--- src/rtl/mau_pkg.sv ---
// Shared definitions for the mem_access_unit load/store engine: size codes,
// FSM states, byte-select constants and lane helpers.
package mau_pkg;

  localparam logic [1:0] SZ_B = 2'b00;
  localparam logic [1:0] SZ_H = 2'b01;
  localparam logic [1:0] SZ_W = 2'b10;
  localparam logic [1:0] SZ_R = 2'b11;

  localparam logic [3:0] SEL_W    = 4'b1111;
  localparam logic [3:0] SEL_HL   = 4'b0011;
  localparam logic [3:0] SEL_HH   = 4'b1100;
  localparam logic [3:0] SEL_NONE = 4'b0000;

  typedef enum logic [1:0] {
    IDLE   = 2'd0,
    ACCESS = 2'd1,
    WAIT   = 2'd2,
    DONE   = 2'd3
  } mau_state_e;

  // Reserved size falls through to the word encoding.
  function automatic logic [3:0] lane_sel(input logic [1:0] size,
                                          input logic [1:0] boff);
    logic [3:0] sel;
    sel = SEL_W;
    case (size)
      SZ_B:    sel = 4'b0001 << boff;
      SZ_H:    sel = boff[1] ? SEL_HH : SEL_HL;
      default: sel = SEL_W;
    endcase
    return sel;
  endfunction

  function automatic logic [31:0] lane_data(input logic [1:0]  size,
                                            input logic [31:0] wd);
    logic [31:0] d;
    d = wd;
    case (size)
      SZ_B:    d = {4{wd[7:0]}};
      SZ_H:    d = {2{wd[15:0]}};
      default: d = wd;
    endcase
    return d;
  endfunction

  function automatic logic is_misaligned(input logic [1:0] size,
                                         input logic [1:0] boff);
    logic m;
    m = 1'b0;
    case (size)
      SZ_B:    m = 1'b0;
      SZ_H:    m = boff[0];
      SZ_W:    m = |boff;
      default: m = 1'b1;
    endcase
    return m;
  endfunction

endpackage

--- src/rtl/mau_load_ext.sv ---
// Sign/zero extension of right-aligned load data according to access size.
module mau_load_ext
  import mau_pkg::*;
(
  input  logic [1:0]  size_i,
  input  logic        uns_i,
  input  logic [31:0] data_i,
  output logic [31:0] data_o
);

  logic fill_b;
  logic fill_h;

  assign fill_b = data_i[7]  & ~uns_i;
  assign fill_h = data_i[15] & ~uns_i;

  always_comb begin
    data_o = data_i;
    case (size_i)
      SZ_B:    data_o = {{24{fill_b}}, data_i[7:0]};
      SZ_H:    data_o = {{16{fill_h}}, data_i[15:0]};
      default: data_o = data_i;
    endcase
  end

endmodule

--- src/rtl/mem_access_unit.sv ---
// Single-outstanding load/store engine for the byte-lane data memory.
// Optional misalignment exception: define MAU_MISALIGN_EXC_EN.
module mem_access_unit
  import mau_pkg::*;
#(
  parameter int ADDR_WIDTH = 10,
  parameter int DATA_WIDTH = 32
) (
  input  logic                  clk,
  input  logic                  rst,
  // Handshake: a request is taken on a rising edge where req=1 and ready=1;
  // req while ready=0 is dropped, and done pulses one cycle per request.
  input  logic                  req,
  input  logic                  we,
  input  logic [1:0]            size,
  input  logic                  uns,
  input  logic [ADDR_WIDTH+1:0] addr,
  input  logic [DATA_WIDTH-1:0] wdata,
  output logic                  ready,
  output logic                  done,
  output logic [DATA_WIDTH-1:0] rdata,
  output logic                  err,
  output logic [ADDR_WIDTH-1:0] mem_A,
  output logic [3:0]            mem_sel,
  output logic [DATA_WIDTH-1:0] mem_inD,
  output logic                  mem_str,
  input  logic [DATA_WIDTH-1:0] mem_outD,
  output logic [1:0]            dbg_state
);

  mau_state_e            state_q, state_d;
  logic                  we_q, we_d;
  logic [1:0]            size_q, size_d;
  logic                  uns_q, uns_d;
  logic                  done_q, done_d;
  logic                  err_q, err_d;
  logic [DATA_WIDTH-1:0] rdata_q, rdata_d;
  logic [ADDR_WIDTH-1:0] mem_A_q, mem_A_d;
  logic [3:0]            mem_sel_q, mem_sel_d;
  logic [DATA_WIDTH-1:0] mem_inD_q, mem_inD_d;
  logic [DATA_WIDTH-1:0] load_ext;
  logic                  misalign;

`ifdef MAU_MISALIGN_EXC_EN
  assign misalign = is_misaligned(size, addr[1:0]);
`else
  assign misalign = 1'b0;
`endif

  mau_load_ext u_load_ext (
    .size_i (size_q),
    .uns_i  (uns_q),
    .data_i (mem_outD),
    .data_o (load_ext)
  );

  always_ff @(posedge clk or posedge rst) begin
    if (rst) begin
      state_q   <= IDLE;
      we_q      <= 1'b0;
      size_q    <= SZ_B;
      uns_q     <= 1'b0;
      done_q    <= 1'b0;
      err_q     <= 1'b0;
      rdata_q   <= '0;
      mem_A_q   <= '0;
      mem_sel_q <= SEL_NONE;
      mem_inD_q <= '0;
    end else begin
      state_q   <= state_d;
      we_q      <= we_d;
      size_q    <= size_d;
      uns_q     <= uns_d;
      done_q    <= done_d;
      err_q     <= err_d;
      rdata_q   <= rdata_d;
      mem_A_q   <= mem_A_d;
      mem_sel_q <= mem_sel_d;
      mem_inD_q <= mem_inD_d;
    end
  end

  always_comb begin
    state_d   = state_q;
    we_d      = we_q;
    size_d    = size_q;
    uns_d     = uns_q;
    done_d    = 1'b0;
    err_d     = 1'b0;
    rdata_d   = rdata_q;
    mem_A_d   = mem_A_q;
    mem_sel_d = mem_sel_q;
    mem_inD_d = mem_inD_q;
    case (state_q)
      IDLE: begin
        if (req) begin
          we_d    = we;
          size_d  = size;
          uns_d   = uns;
          mem_A_d = addr[ADDR_WIDTH+1:2];
          if (misalign) begin
            // Rejected access: skip the memory entirely and report at once.
            state_d   = DONE;
            done_d    = 1'b1;
            err_d     = 1'b1;
            mem_sel_d = SEL_NONE;
          end else begin
            state_d   = ACCESS;
            mem_sel_d = lane_sel(size, addr[1:0]);
            mem_inD_d = lane_data(size, wdata);
          end
        end
      end
      ACCESS: begin
        if (we_q) begin
          state_d   = DONE;
          done_d    = 1'b1;
          mem_sel_d = SEL_NONE;
        end else begin
          state_d = WAIT;
        end
      end
      WAIT: begin
        // Memory read data is valid now (one cycle after the ACCESS edge).
        rdata_d   = load_ext;
        state_d   = DONE;
        done_d    = 1'b1;
        mem_sel_d = SEL_NONE;
      end
      DONE: begin
        state_d   = IDLE;
        mem_sel_d = SEL_NONE;
      end
      default: begin
        state_d   = IDLE;
        mem_sel_d = SEL_NONE;
      end
    endcase
  end

  // Strobe is decoded from state so an asynchronous reset removes it at once.
  assign mem_str   = (state_q == ACCESS) && we_q;
  assign ready     = (state_q == IDLE);
  assign done      = done_q;
  assign err       = err_q;
  assign rdata     = rdata_q;
  assign mem_A     = mem_A_q;
  assign mem_sel   = mem_sel_q;
  assign mem_inD   = mem_inD_q;
  assign dbg_state = state_q;

endmodule
--- config.mk ---
export PLATFORM = sky130hd
export DESIGN_NAME = mem_access_unit
export DESIGN_NICKNAME = d
export VERILOG_FILES = /design/src/rtl/mau_pkg.sv /design/src/rtl/mau_load_ext.sv /design/src/rtl/mem_access_unit.sv
export SDC_FILE = /design/constraint.sdc
export NUM_CORES = 1
export LEC_CHECK = 0
export ABC_CLOCK_PERIOD_IN_PS = 3070
export BUFFER_PORTS_ARGS = -buffer_cell sky130_fd_sc_hd__clkbuf_2
export CELL_PAD_IN_SITES_DETAIL_PLACEMENT = 1
export CELL_PAD_IN_SITES_GLOBAL_PLACEMENT = 2
export CORE_UTILIZATION = 27
export DETAILED_ROUTE_END_ITERATION = 6
export GPL_ROUTABILITY_DRIVEN = 1
export PLACE_DENSITY = 0.86
export SYNTH_ARGS = -nofsm -noshare
export SYNTH_HDL_FRONTEND = slang
export SYNTH_SLANG_ARGS = --single-unit
--- constraint.sdc ---
create_clock -name clk -period 3.07 [get_ports clk]
set_input_delay 0.307 -clock clk [delete_from_list [all_inputs] [get_ports clk]]
set_output_delay 0.307 -clock clk [all_outputs]
set_load 0.01 [all_outputs]
======== Word level (Yosys, flattened, before mapping) ========
Cells that the tools add are included.
word-level totals
  flip-flop bits (word level) ............. 85
  input port bits ......................... 83
  output and inout port bits .............. 84
  word-level logic and storage cells ...... 39
operators by class
  equality and inequality tests ........... 7
  shift operators ......................... 1
  multiplexer cells ....................... 12
  bitwise logic cells ..................... 3
  reduce and logical (&&, ||, !) cells .... 7
operator list
  operator                                                                count
  32-bit one-hot mux with 2 select lines                                  2
  4-bit 2-to-1 mux                                                        3
  4-bit one-hot mux with 3 select lines                                   1
  2-bit one-hot mux with 4 select lines                                   1
  4-bit one-hot mux with 2 select lines                                   1
  2-bit by 1-bit equality test with 1-bit output (second input constant)  3
  2-bit zero test                                                         3
  2-bit equality test (second input constant)                             2
  2-bit inequality test (second input constant)                           2
  2-bit AND reduction                                                     2
  1-bit by 2-bit << shifter with 4-bit output (first input constant)      1
  1-bit bitwise AND                                                       2
  1-bit 2-to-1 mux                                                        2
  2-bit 2-to-1 mux                                                        1
  1-bit one-hot mux with 2 select lines                                   1
  2-bit OR reduction                                                      1
  1-bit logical AND                                                       1
  1-bit inverter                                                          1

======== Longest topological paths before layout ========
  depth in word-level cells ............... 4
  depth in mapped cells ................... 7
  depth with buffers taken out ............ 5

======== By module ========
Synthesis repeated with hierarchy kept, for this count alone.
second synthesis, totals
  cell total of the unflattened synthesis .. 390
  area, all modules ....................... 3918.8 um2
by module, submodules not included
  module           times used  cells each  area an instance (um2)  sequential area each (um2)
  mem_access_unit  1           323         3563.4                  2127.0
  mau_load_ext     1           67          355.3                   0.0

======== Least setup slack after synthesis ========
No wires, ideal clock.
  path type ............................... flip-flop to flip-flop
  from .................................... register state_q[0] (netlist: dbg_state[0])
  to ...................................... register mem_inD_q[24] (netlist: mem_inD[24])
  library setup time ...................... 77 ps
  arrival time ............................ 1392 ps
  required time ........................... 2993 ps
  slack ................................... 1600 ps
  stages on the path, launching flop included .. 7
  buffers on the path ..................... 1
  clock period less this slack ............ 1470 ps
  cell sequence ........................... dfrtp_1 -> inv_1 -> ha_1 -> nand2_1 -> clkbuf_1 -> a21oi_1 -> a21oi_1
on the way
  word-level cells in the longest chain between the ends .. 2
RTL lines
  element                        RTL line               text
  start, declared                mem_access_unit.sv:31  mau_state_e state_q, state_d;
  start signal, assigned         mem_access_unit.sv:70  state_q <= state_d;
  2-bit zero test                n/a
  named net ready                mem_access_unit.sv:19  output logic ready,
  2-bit AND reduction (no line)  n/a
  end signal, assigned           mem_access_unit.sv:79  mem_inD_q <= mem_inD_d;
  end, declared                  mem_access_unit.sv:40  logic [DATA_WIDTH-1:0] mem_inD_q, mem_inD_d;
The timed path passes the listed nets, and every way through them passes these cells.
A chain may end at the register's enable or synchronous reset.

======== Worst setup path in the final report ========
  from .................................... register state_q[0] (netlist: dbg_state[0])
  to ...................................... register mem_inD_q[28] (netlist: mem_inD[28])
on the way
  word-level cells in the longest chain between the ends .. 2
RTL lines
  element                        RTL line               text
  2-bit zero test                mem_access_unit.sv:94  case (state_q)
  2-bit AND reduction (no line)  n/a
Every way passes these cells.

==> flow_summary.ini <==
[sta]
maxSlewHeadroom_pct = 35.21
post-route-min-period_ns = 2.006
setup_tns_ns = 0
tightest_slew_ns = 0.9718
finalSetupViolCount = 0
maxSlewViolCount = 0
skew_ns = 0.006116
setup_ws_ns = 1.064
rsz0062_at_grt = false
post-route-period-util_pct = 65.34
fmax_mhz = 498.5
finalHoldViolCount = 0

[critical_path]
path_delay_family = buffers and inverters
cpPeakStageDelay_ns = 0.48
path_buf_inv = 2
path_max_fanout = 34
cpMostUsedCell = a21oi_1
worstSetupPathType = flop to flop
cp.arrival_ns = 2.27
cp-end-kind = flop
cp_slowest_cell = nand2_2
critPathLaunchType = flop
crit_chain = inv_1, ha_1, nand2_2, buf_4, a21oi_1, a21oi_1
required_ns = 3.33

[routing]
dr.pass1.iters = 4
drt-total-wl_um = 11200
drt_iter0_markers = 118
routedWlPerCell_um = 15.58
antenna_left = 0
drc_errors = 0
vias = 3338
vias_per_cell = 4.643

[cts]
cts.sinks = 85
clk_path_buf_depth = 2
post_cts_buffers = 0
clock_latency_ns = 0.33
cts.reportedPaths.clkPinSlew_ns = 0.06
cts_tree = yes
cts_hold_buffers = 1
cts_buffers = 9
h-tree-depth = 3
cts_resized = 0
clock-root-buffer = clkbuf_16

[die]
start_util_pct = 28.05
rows = 42
io_pins = 167
die_y_um = 120.2
core_area_sq_um = 13450
dieArea_sq_um = 14450
die_w_um = 120.2

[synth]
synth_area_leaders = dfrtp_1 (56%), nand2_1 (10%), mux2i_1 (4.8%), a21oi_1 (4.4%), nor2_1 (4.2%)
syn_area_sq_um = 3774
synth_edf_count = 0
synth_top_cell_by_area = dfrtp_1
ys_ff_latch = 85
ys_async_sr_fraction_pct = 100.0
avgSynthCellArea_sq_um = 9.905
seq_area_frac_synth_pct = 56.37
synthFlopType = dfrtp_1
syn-num-nets = 467
synth_top_area_share_pct = 56.37
synth_common_cells = nand2_1 (102), dfrtp_1 (85), nor2_1 (42)
yosysWarnings = 0
synthesis.instances = 381
synth.distinct_cells = 30
yosysMostFrequentCell = nand2_1

[power_and_ir_drop]
ir_drop_mv = 0.3609
p_leak_nw = 2.611
p_per_area_nw_per_um2 = 1081

[global_route]
overflow = 0
antenna_found_initial = 0
grt_max_degree = 35
grt_pass1_wl_um = 18440
grt_pass1_vias = 3506
grt_use_total_pct = 16.38

[flow_run]
max-cap-violations = 0

[finish]
area_delta_synth_final_pct = 34.12
diodes = 0
fin_util_pct = 37.62
fin_nets = 624
drive_gt1_share_pct = 38.31

[placed_design]
dp_hpwl_um = 8201
dp_slack_ns = 1.070
portBuffers = 165
place.gp.congestion = 0.7747

[status]
status = complete, no violations

[hold_path]
hold_class = primary input to flop
cell usage in the layout (no fill, tap or decap), types with 9 or more instances in the layout:
cell	count
clkbuf_2	165
nand2_1	101
mux2i_1	18
a21oi_1	33
o21ai_0	17
clkbuf_16	9
a21oi_2	9
dfrtp_1	85
nor2_1	42
registers in the layout, indices dropped and copies added, names as in the netlist:
| register | cells |
|---|---|
| mem_inD | 32 |
| rdata | 32 |
| mem_A | 10 |
| mem_sel | 4 |
| dbg_state | 2 |
| size_q | 2 |
| done | 1 |
| uns_q | 1 |
| we_q | 1 |
metrics by stage:
step,total power [mW],std cells,hold slack (ns),cell area [sq um]
3_3_place_gp,4.177,702,0.3334,4710
4_1_cts,5.574,719,0.1514,5061
2_1_floorplan,3.381,381,0.4124,3774
6_report,5.473,719,0.1645,5061
5_1_grt,5.907,719,0.1619,5061
3_5_place_dp,4.282,702,0.3373,4710
path summary, 6_finish.rpt:
kind	start	endpoint	slack, ns	depth (start not counted)
worst max-delay path	dbg_state[0]	mem_inD[28]	1.06	6
worst min-delay path	uns	uns_q	0.16	3
worst max register to register	dbg_state[0]	mem_inD[28]	1.06	6
worst min register to register	mem_A[6]	mem_A[6]	0.48	2
max in group asynchronous	rst	rdata[14]	1.76	4
min in group asynchronous	rst	mem_inD[20]	0.53	3
final cells by class:
cell class              count  area, sq um
multi-input cells         266         1475
repair buffers            172        880.8
inverters                   4        16.27
flip-flops and latches     85         2127
clock inverters             4        95.09
well taps                 176        220.2
clock buffers              12        246.5
fillers                  1626         8392
worst reg2reg max path, cell delays in order, from the launching register on:
cell     delay [ns]
dfrtp_1        0.42
inv_1          0.10
ha_1           0.28
nand2_2        0.49
buf_4          0.41
a21oi_1        0.08
a21oi_1        0.16
cells by family (layout without fill, tap and decap cells):
family	count (synthesis)	count (layout)	synth area share (%)
simple gates	154	154	16.81
flops	85	85	56.37
compound gates	82	82	13.96
buf+inv	30	192	4.608
mux	26	26	7.162
fa+ha+maj	3	3	0.9948
other cells	1	1	0.09937
power by group:
part           internal (mW)  switching (mW)  total (mW)
sequential              1.68           0.393        2.07
combinational          0.887            1.26        2.15
clock                  0.817           0.438        1.25
total                   3.38            2.09        5.47
routing by layer:
layer / wire length (um) / part of all wire, % / GRT usage [%]
met5: 0 / 0 / 0
met4: 154 / 1.4 / 5.324
met3: 713 / 6.4 / 4.434
met2: 5388 / 48 / 27.26
met1: 4948 / 44 / 20.57
Power figures use the tool's default switching activity.
